===== config.mk =====
export PLATFORM = sky130hd
export DESIGN_NAME = mux4_rr_arbiter
export DESIGN_NICKNAME = d
export VERILOG_FILES = /design/src/rtl/mux4_rr_arbiter.sv
export SDC_FILE = /design/constraint.sdc
export NUM_CORES = 1
export LEC_CHECK = 0
export ABC_CLOCK_PERIOD_IN_PS = 4400
export CAP_MARGIN = 25
export CELL_PAD_IN_SITES_DETAIL_PLACEMENT = 1
export CELL_PAD_IN_SITES_GLOBAL_PLACEMENT = 1
export CORE_UTILIZATION = 39
export DETAILED_ROUTE_END_ITERATION = 16
export GPL_TIMING_DRIVEN = 0
export PLACE_DENSITY_LB_ADDON = 0.1
export SLEW_MARGIN = 10
export SYNTH_ARGS = -nofsm -noshare
export SYNTH_HDL_FRONTEND = slang
export SYNTH_SLANG_ARGS = --single-unit

===== constraint.sdc =====
create_clock -name clk -period 4.4 [get_ports clk]
set_input_delay 0.88 -clock clk [delete_from_list [all_inputs] [get_ports clk]]
set_output_delay 0.88 -clock clk [all_outputs]
set_load 0.05 [all_outputs]

===== src/rtl/mux4_rr_arbiter.sv =====
// ============================================================================
// Module   : mux4_rr_arbiter (with leaf MUX_4)
// Purpose  : Four-way round-robin arbiter steering a shared MUX_4 onto y.
//            Optional hold-timeout preemption enabled by `ARB_TIMEOUT_EN.
// Revision : 1.0 - initial release
// ============================================================================
`default_nettype none

module MUX_4 (
    input  logic [3:0] I,
    input  logic [1:0] S,
    output logic       Y
);
    assign Y = I[S];
endmodule

module mux4_rr_arbiter #(
    parameter int unsigned HOLD_MAX = 8
) (
    input  logic       clk,
    input  logic       rst,
    input  logic [3:0] req,
    input  logic [3:0] d,
    output logic [3:0] gnt,
    output logic [1:0] sel,
    output logic       busy,
    output logic       y
);

    if (HOLD_MAX < 2 || HOLD_MAX > 255) begin : g_hold_max_check
        $error("HOLD_MAX must lie in 2..255");
    end

    typedef enum logic [0:0] {
        S_IDLE  = 1'b0,
        S_GRANT = 1'b1
    } state_t;

    state_t     state_q, state_d;
    logic [1:0] ptr_q,   ptr_d;
    logic [1:0] own_q,   own_d;
    logic [3:0] gnt_q,   gnt_d;
    logic       busy_q,  busy_d;

    logic [3:0] w_others;
    logic [3:0] w_pool;
    logic [1:0] w_win;
    logic       w_take;
    logic       w_timeout;
    logic       w_mux_y;

`ifdef ARB_TIMEOUT_EN
    localparam logic [7:0] C_HOLD_LAST = 8'(HOLD_MAX - 1);
    logic [7:0] cnt_q, cnt_d;
`endif

    // First set bit of r scanning start, start+1, ... (mod 4); scanning
    // backwards lets the earliest candidate overwrite later ones.
    function automatic logic [1:0] rr_pick(input logic [3:0] r, input logic [1:0] start);
        logic [1:0] idx;
        rr_pick = start;
        for (int k = 3; k >= 0; k--) begin
            idx = start + 2'(k);
            if (r[idx]) rr_pick = idx;
        end
    endfunction

    always_comb begin
        state_d   = state_q;
        ptr_d     = ptr_q;
        own_d     = own_q;
        gnt_d     = gnt_q;
        busy_d    = busy_q;
        w_take    = 1'b0;
        w_others  = req & ~(4'b0001 << own_q);
        w_pool    = (state_q == S_GRANT) ? w_others : req;
        w_win     = rr_pick(w_pool, ptr_q);
`ifdef ARB_TIMEOUT_EN
        cnt_d     = cnt_q;
        w_timeout = (cnt_q == C_HOLD_LAST) && (|w_others);
`else
        w_timeout = 1'b0;
`endif

        case (state_q)
            S_IDLE: begin
                if (|req) w_take = 1'b1;
            end
            S_GRANT: begin
                if (!req[own_q] || w_timeout) begin
                    if (|w_others) begin
                        w_take = 1'b1;
                    end else begin
                        state_d = S_IDLE;
                        gnt_d   = 4'b0000;
                        busy_d  = 1'b0;
                    end
                end
`ifdef ARB_TIMEOUT_EN
                else if (cnt_q != C_HOLD_LAST) begin
                    cnt_d = cnt_q + 8'd1;
                end
`endif
            end
            default: begin
                state_d = S_IDLE;
                gnt_d   = 4'b0000;
                busy_d  = 1'b0;
            end
        endcase

        if (w_take) begin
            state_d = S_GRANT;
            own_d   = w_win;
            gnt_d   = 4'b0001 << w_win;
            ptr_d   = w_win + 2'd1;
            busy_d  = 1'b1;
`ifdef ARB_TIMEOUT_EN
            cnt_d   = 8'd0;
`endif
        end
    end

    always_ff @(posedge clk or posedge rst) begin
        if (rst) begin
            state_q <= S_IDLE;
            ptr_q   <= 2'd0;
            own_q   <= 2'd0;
            gnt_q   <= 4'b0000;
            busy_q  <= 1'b0;
`ifdef ARB_TIMEOUT_EN
            cnt_q   <= 8'd0;
`endif
        end else begin
            state_q <= state_d;
            ptr_q   <= ptr_d;
            own_q   <= own_d;
            gnt_q   <= gnt_d;
            busy_q  <= busy_d;
`ifdef ARB_TIMEOUT_EN
            cnt_q   <= cnt_d;
`endif
        end
    end

    MUX_4 u_mux (
        .I (d),
        .S (own_q),
        .Y (w_mux_y)
    );

    assign gnt  = gnt_q;
    assign sel  = own_q;
    assign busy = busy_q;
    assign y    = busy_q & w_mux_y;

endmodule

`default_nettype wire


Word-level counts from Yosys, hierarchy flattened
Index checks and enable logic that the tools add are counted.
{"block": "op_classes", "addsub": 4, "order_cmp": 5, "eq_ne": 2, "n_shift": 2, "muxes": 32, "bitwise": 4, "reduce_logical": 4}
{"cell": "$mux W4", "count": 5}
{"cell": "$mux W1", "count": 16}
{"cell": "$lt A2 B3 Y1 const B", "count": 5}
{"cell": "$bmux W1 S2", "count": 6}
{"cell": "$mux W2", "count": 4}
{"cell": "$reduce_or A4 Y1", "count": 2}
{"cell": "$shl A1 B2 Y4 const A", "count": 2}
{"cell": "$add A2 B1 Y2 const B", "count": 2}
{"cell": "$add A2 B2 Y2 const B", "count": 2}
{"cell": "$and A4 B4 Y4", "count": 1}
{"cell": "$ne A2 B2 Y1 const B", "count": 2}
{"cell": "$not A4 Y4", "count": 1}
{"cell": "$reduce_and A3 Y1", "count": 1}
{"cell": "$pmux W1 S2", "count": 1}
{"cell": "$reduce_bool A2 Y1", "count": 1}
{"cell": "$and A1 B1 Y1", "count": 1}
{"cell": "$not A1 Y1", "count": 1}
{"block": "totals", "register_bits": 10, "input_bits": 10, "output_inout_bits": 8, "elab_cells": 58}

Logic depth before layout (Yosys ltp)
Gate-level depths: netlist of run 1.
{"block": "depth", "ltp_word": 12, "ltp_mapped": 7, "depth_no_buf": 6}

By module
A second synthesis of run 1 with hierarchy kept.
{"block": "hier_totals", "hier_cells": 86, "area_unflattened_um2": 840.8}
{"module": "mux4_rr_arbiter", "n_inst": 1, "cells_per_inst": 85, "area_each_um2": 818.3}
{"module": "MUX_4", "n_inst": 1, "cells_per_inst": 1, "area_each_um2": 22.5}

Worst setup path after synthesis of run 1
Ideal clock, no wire load.
{"block": "synth_path", "path_kind": "flip-flop to output port", "from": "register own_q[0] (netlist: sel[0])", "to": "output port y", "arrival_ps": 1680, "required_time_ps": 3520, "slack_ps": 1840, "path_stages_with_launch": 4, "path_buffers": 1, "cell_sequence": "dfrtp_1 > buf_4 > mux4_2 > and2_1"}
{"block": "synth_between", "elab_chain_len": 3}
{"element": "start: declaration", "line_no": "41", "rtl": "logic [1:0] own_q, own_d;"}
{"element": "start signal: assignment", "line_no": "137", "rtl": "own_q <= own_d;"}
{"element": "$bmux W1 S2", "line_no": "14", "rtl": "assign Y = I[S];"}
{"element": "$mux W1 (implied by the code)", "line_no": "14"}
{"element": "$and A1 B1 Y1", "line_no": "155", "rtl": "assign y = busy_q & w_mux_y;"}
{"element": "end: declaration", "line_no": "27", "rtl": "output logic y"}
Every way passes these cells. The select of a mux whose other input is x is not followed.

Final worst setup path of run 1
{"block": "layout_path", "from": "input port d[3]", "to": "output port y"}
{"block": "layout_between", "elab_chain_len": 3}
{"element": "start: declaration", "line_no": "23", "rtl": "input logic [3:0] d,"}
{"element": "$bmux W1 S2", "line_no": "14"}
{"element": "$mux W1 (implied by the code)", "line_no": "14"}
{"element": "$and A1 B1 Y1", "line_no": "155"}
Every way passes these cells. The select of a mux whose other input is x is not followed.

==> results of run 1 <==
## final cells by class
cell class                 count  area (um2)
fill                         208         786
multi-input combinational     66         490
sequential                    10         250
timing repair buffer          17         170
clock buffer                   4        36.3
tap                           25        31.3
buffer                         4        26.3
inverter                       3        11.3
## through the flow
stage               total power (W)  instances  hold slack [ns]
floorplan                  0.000591         83            0.532
global placement           0.000723        125            0.462
detailed placement         0.000747        125            0.489
CTS                        0.000840        129            0.506
global route               0.000891        129            0.543
finish                     0.000835        129            0.503
## power by group
part	switching, W	internal (W)	leakage (nW)
combinational	0.000361	0.000225	0.271
clock	0.0000336	0.0000502	0.0210
sequential	0.0000335	0.000131	0.121
total	0.000429	0.000406	0.413
## metal layers
metal,vias to the layer above,routed length [um]
li1,358,-
met1,379,1010
met2,15,1240
met3,2,56
met4,0,13
met5,-,0
## critical path: stages
cell and delay [ns]:
clkdlybuf4s50_1 0.41, mux4_2 0.46, and2_1 0.17, clkdlybuf4s50_1 0.70
## sequential cells by signal (all words and copies together), names as in the netlist
register  cells
ptr_q         2
sel           2
gnt           4
state_q       1
busy          1
## final timing paths
kind,slack [ns],to,startpoint,cells after the start
max,0.89,y,d[3],4
min,0.50,gnt[2],gnt[2],1
max reg2reg,2.44,ptr_q[1],sel[0],7
min reg2reg,0.50,gnt[2],gnt[2],1
max in group asynchronous,3.22,ptr_q[0],rst,2
min in group asynchronous,0.90,busy,rst,2
## placed cells by master (no fill, tap or decap), types with 2 or more instances in the layout
| master | n |
|---|---|
| clkdlybuf4s50_1 | 17 |
| nand2_1 | 12 |
| dfrtp_1 | 10 |
| nor3_1 | 4 |
| o21ai_1 | 4 |
| nor2_1 | 4 |
| buf_4 | 3 |
| nor2b_1 | 3 |
| inv_1 | 3 |
| clkbuf_4 | 3 |
| mux2i_1 | 2 |
| a21boi_1 | 2 |
| a21oi_2 | 2 |
| o22ai_1 | 2 |
| o21a_1 | 2 |
| a21o_1 | 2 |
| a22o_1 | 2 |
## logic make-up (layout without fill, tap and decap cells)
logic type,count (synthesis),in the layout,synth area share
AND/OR/NAND/NOR,31,31,0.233
flip-flops,10,10,0.322
XOR/XNOR,1,1,0.0113
AO/OA/AOI/OAI,30,30,0.317
multiplexers,4,4,0.0691
buffers and inverters,7,28,0.0482
==> impl_metrics.ini, run 1 <==
[run_status]
status = completed

[global_routing]
antenna_found_initial = 0
grt_pass1_wl_mm = 3.86
met2_usage = 0.486
grt-ovfl-total = 0
use_met1 = 0.302
grt_max_degree = 11
grt_busiest_layer = met2
grt_pass1_vias = 785
grt.total_usage = 0.259
grtUsageMet3 = 0.0471

[logic_synthesis]
netlist.area_leader.share = 0.322
synth_flop_cell = dfrtp_1
synthTopCellsByCount = nand2_1 (12), dfrtp_1 (10), nor2_1 (4), nor3_1 (4), o21ai_1 (4)
syn_nets = 93
synth-edff-count = 0
seq_area_frac_synth = 0.322
synthesis.area_um2 = 778
synth_top_area_cell = dfrtp_1
synthArstFlopShare = 1.00
yosysWarnings = 0
avgSynthCellArea_um2 = 9.38
syn_inst = 83
ys_seq_elements = 10
synth_area_leaders = dfrtp_1 (32%), nand2_1 (5.8%), buf_4 (2.9%)
synth_most_common_cell = nand2_1
synth.distinct_cells = 41

[worst_setup_path]
crit_fanout = 1
end_kind = output pin
cp-start-kind = input pin
critPathArrivalTime_ns = 2.63
critPathKind = input pin to output pin
cp_data_required_time_ns = 3.52

[clocking]
worstSkewPairLatency_ns = 0.27
cts_resized = 0
cts_buffers = 3
cts_hold_buf = 0
cts_buffer_depth = 2
cts_setup_buffers = 0
cts_tree = done
cts-root-buf = clkbuf_4
cts_max_level = 1
cts.sinks = 10
clk_pin_slew_ns = 0.07

[routing]
postRouteAntennaNets = 0
via_per_inst = 5.84
wire_per_inst_um = 17.9
wl_mm = 2.31
drc = 0
dr.pass1.iters = 4
drt_iter0_drc = 6
vias = 754

[timing]
rsz0062_at_grt = false
slew_headroom = 0.642
min_period_ns = 3.51
report.final.slew_viol_count = 0
worst_clock_skew_ns = 0.00171
worst_slack_ns = 0.894
fin_crit_sh = 0.797
setup_violations = 0
fin_tns_setup_ns = 0
fmax_ghz = 0.285
hold_viol = 0
worstMarginPinSlew_ns = 0.535

[floorplanning]
core_area_um2 = 1800
die_w_um = 46.7
rows = 15
die_y_um = 46.7
die_area_um2 = 2180
start_util = 0.432
io_pins = 18

[hold_path]
hp-class = flip-flop to flip-flop

[run]
drv_cap = 0

[cells_and_area]
fin_util = 0.564
stdcell_area_um2 = 1020
drive_above_1_share = 0.173
area_delta_synth_final_pct = 30.5
nets = 115
n_antenna_cell = 0

[place]
port_buffers = 17
globalplace.congestion = 0.827
dpl_cell_area_um2 = 980
dp_hpwl_mm = 1.70
dpl_worst_slack_ns = 0.883

[power]
p_leak_nw = 0.413
powerDensity_nw_per_um2 = 822
ir_drop_uv = 478
Power figures use the tool's default switching activity.
==> run 2: changes to the inputs <==
--- a/config.mk
+++ b/config.mk
@@ -5,11 +5,11 @@
 export SDC_FILE = /design/constraint.sdc
 export NUM_CORES = 1
 export LEC_CHECK = 0
-export ABC_CLOCK_PERIOD_IN_PS = 4400
+export ABC_CLOCK_PERIOD_IN_PS = 3350
 export CAP_MARGIN = 25
 export CELL_PAD_IN_SITES_DETAIL_PLACEMENT = 1
 export CELL_PAD_IN_SITES_GLOBAL_PLACEMENT = 1
-export CORE_UTILIZATION = 39
+export CORE_UTILIZATION = 36
 export DETAILED_ROUTE_END_ITERATION = 16
 export GPL_TIMING_DRIVEN = 0
 export PLACE_DENSITY_LB_ADDON = 0.1
==> constraint.sdc (replaced) <==
create_clock -name clk -period 3.35 [get_ports clk]
set_input_delay 0.67 -clock clk [delete_from_list [all_inputs] [get_ports clk]]
set_output_delay 0.67 -clock clk [all_outputs]
set_load 0.05 [all_outputs]
==> run 2 against run 1 <==
Effect of this change: cell count increased by 0.78%; setup slack got worse by 0.61 ns; non-clock buffer count unchanged; routed wire length decreased by 7.6%; global-route usage decreased by 4.3 points; sequential share of layout area increased by 0.28 points; first-iteration DRC count increased by 50%; via count decreased by 1.7%; count of clock-buffer cells in the layout decreased by 1; clock skew increased by 0.0027 ns; final area decreased by 1.1%; critical path type unchanged; critical endpoint unchanged; largest cell class unchanged.
==> impl_metrics.ini, run 2 (synthesis results as in run 1) <==
[worst_setup_path]
critPathKind = input pin to output pin
end_kind = output pin
crit_top_cell = clkdlybuf4s50_1
critPathArrivalTime_ns = 2.39
cpPeakStageDelay_ns = 0.69
cp_slowest_cell = clkdlybuf4s50_1
crit_chain = clkdlybuf4s50_1 -> mux4_2 -> and2_1 -> clkdlybuf4s50_1
cp_data_required_time_ns = 2.68
cp-start-kind = input pin
crit_fanout = 1

[clocking]
cts_setup_buffers = 0
cts.sinks = 10
cts_hold_buf = 0
cts_buffers = 3
worstSkewPairLatency_ns = 0.27
cts_tree = done
cts_buffer_depth = 2
cts_resized = 0
clk_pin_slew_ns = 0.06
cts-root-buf = clkbuf_4
cts_max_level = 1

[power]
ir_drop_uv = 658
p_leak_nw = 0.406
total_power_w = 0.00105
powerDensity_nw_per_um2 = 1040

[timing]
min_period_ns = 3.06
worstMarginPinSlew_ns = 0.500
fin_tns_setup_ns = 0
fmax_ghz = 0.326
fin_crit_sh = 0.915
slew_headroom = 0.665
hold_viol = 0
worst_clock_skew_ns = 0.00440
report.final.slew_viol_count = 0
setup_violations = 0
rsz0062_at_grt = false

[routing]
drc = 0
drt_iter0_drc = 9
dr.pass1.iters = 4
wire_per_inst_um = 16.4
wl_mm = 2.14
postRouteAntennaNets = 0
vias = 741
via_per_inst = 5.70

[cells_and_area]
nFillCells = 244
area_delta_synth_final_pct = 29.1
nets = 115
mostFrequentLayoutCell = clkdlybuf4s50_1
final_cells = 130
drive_above_1_share = 0.165
largest_reg_flops = 4
final_cell_mix = clkdlybuf4s50_1 (17), nand2_1 (12), dfrtp_1 (10)
fin_util = 0.502
stdcell_area_um2 = 1000
n_antenna_cell = 0

[floorplanning]
die_area_um2 = 2350
die_w_um = 48.5
start_util = 0.389
rows = 16
die_y_um = 48.5
core_area_um2 = 2000
io_pins = 18

[global_routing]
grt_max_degree = 11
grt_pass1_vias = 791
antenna_found_initial = 0
grt_pass1_wl_mm = 3.81
grt-ovfl-total = 0
grt.total_usage = 0.216

[place]
dp_hpwl_mm = 1.66
globalplace.congestion = 0.842
port_buffers = 17
numPlacedInstances = 127
dpl_cell_area_um2 = 982

[run]
drv_cap = 0

[hold_path]
hp-class = flip-flop to flip-flop

[run_status]
status = completed
-- run 2: worst paths after layout --
kind                         from  endpoint  slack [ns]  cells past startpoint
hold reg to reg              busy      busy        0.50                      2
max in group asynchronous     rst    gnt[1]        2.40                      2
hold / removal               busy      busy        0.50                      2
min in group asynchronous     rst    gnt[3]        0.68                      2
setup reg to reg           sel[0]  ptr_q[1]        1.45                      7
setup / recovery             d[3]         y        0.29                      4
-- run 2: final cells by class --
cell class | instances | area (um2) | area share
plain buffers | 4 | 26.3 | 0.0262
multi-input cells | 66 | 490 | 0.488
inverters | 3 | 11.3 | 0.0112
flip-flops and latches | 10 | 250 | 0.249
clock buffers | 3 | 22.5 | 0.0224
well taps | 27 | 33.8 | 0.0336
repair buffers | 17 | 170 | 0.169
-- run 2: metal layers --
metal  wire [um]  track usage  up-vias
met5           0            0        -
met4          14       0.0588        0
met3          78       0.0597        2
met2        1110        0.373       19
met1         938        0.263      368
li1            -            -      352
-- run 2: report_power, final --
group	internal (W)	switching [W]
logic	0.000296	0.000456
registers	0.000172	0.0000447
clock network	0.0000415	0.0000398
-- run 2: per-stage QoR --
stage,setup slack [ns],hold slack [ns]
floorplan,1.00,0.510
global route,0.236,0.541
global placement,0.311,0.461
CTS,0.271,0.504
finish,0.286,0.495
detailed placement,0.271,0.489
-- run 2: critical path, delay by kind of cell --
family                 cells  cell delay (ns)
muxes                      1             0.47
and+or+nand+nor            1             0.17
buffers and inverters      2             1.09
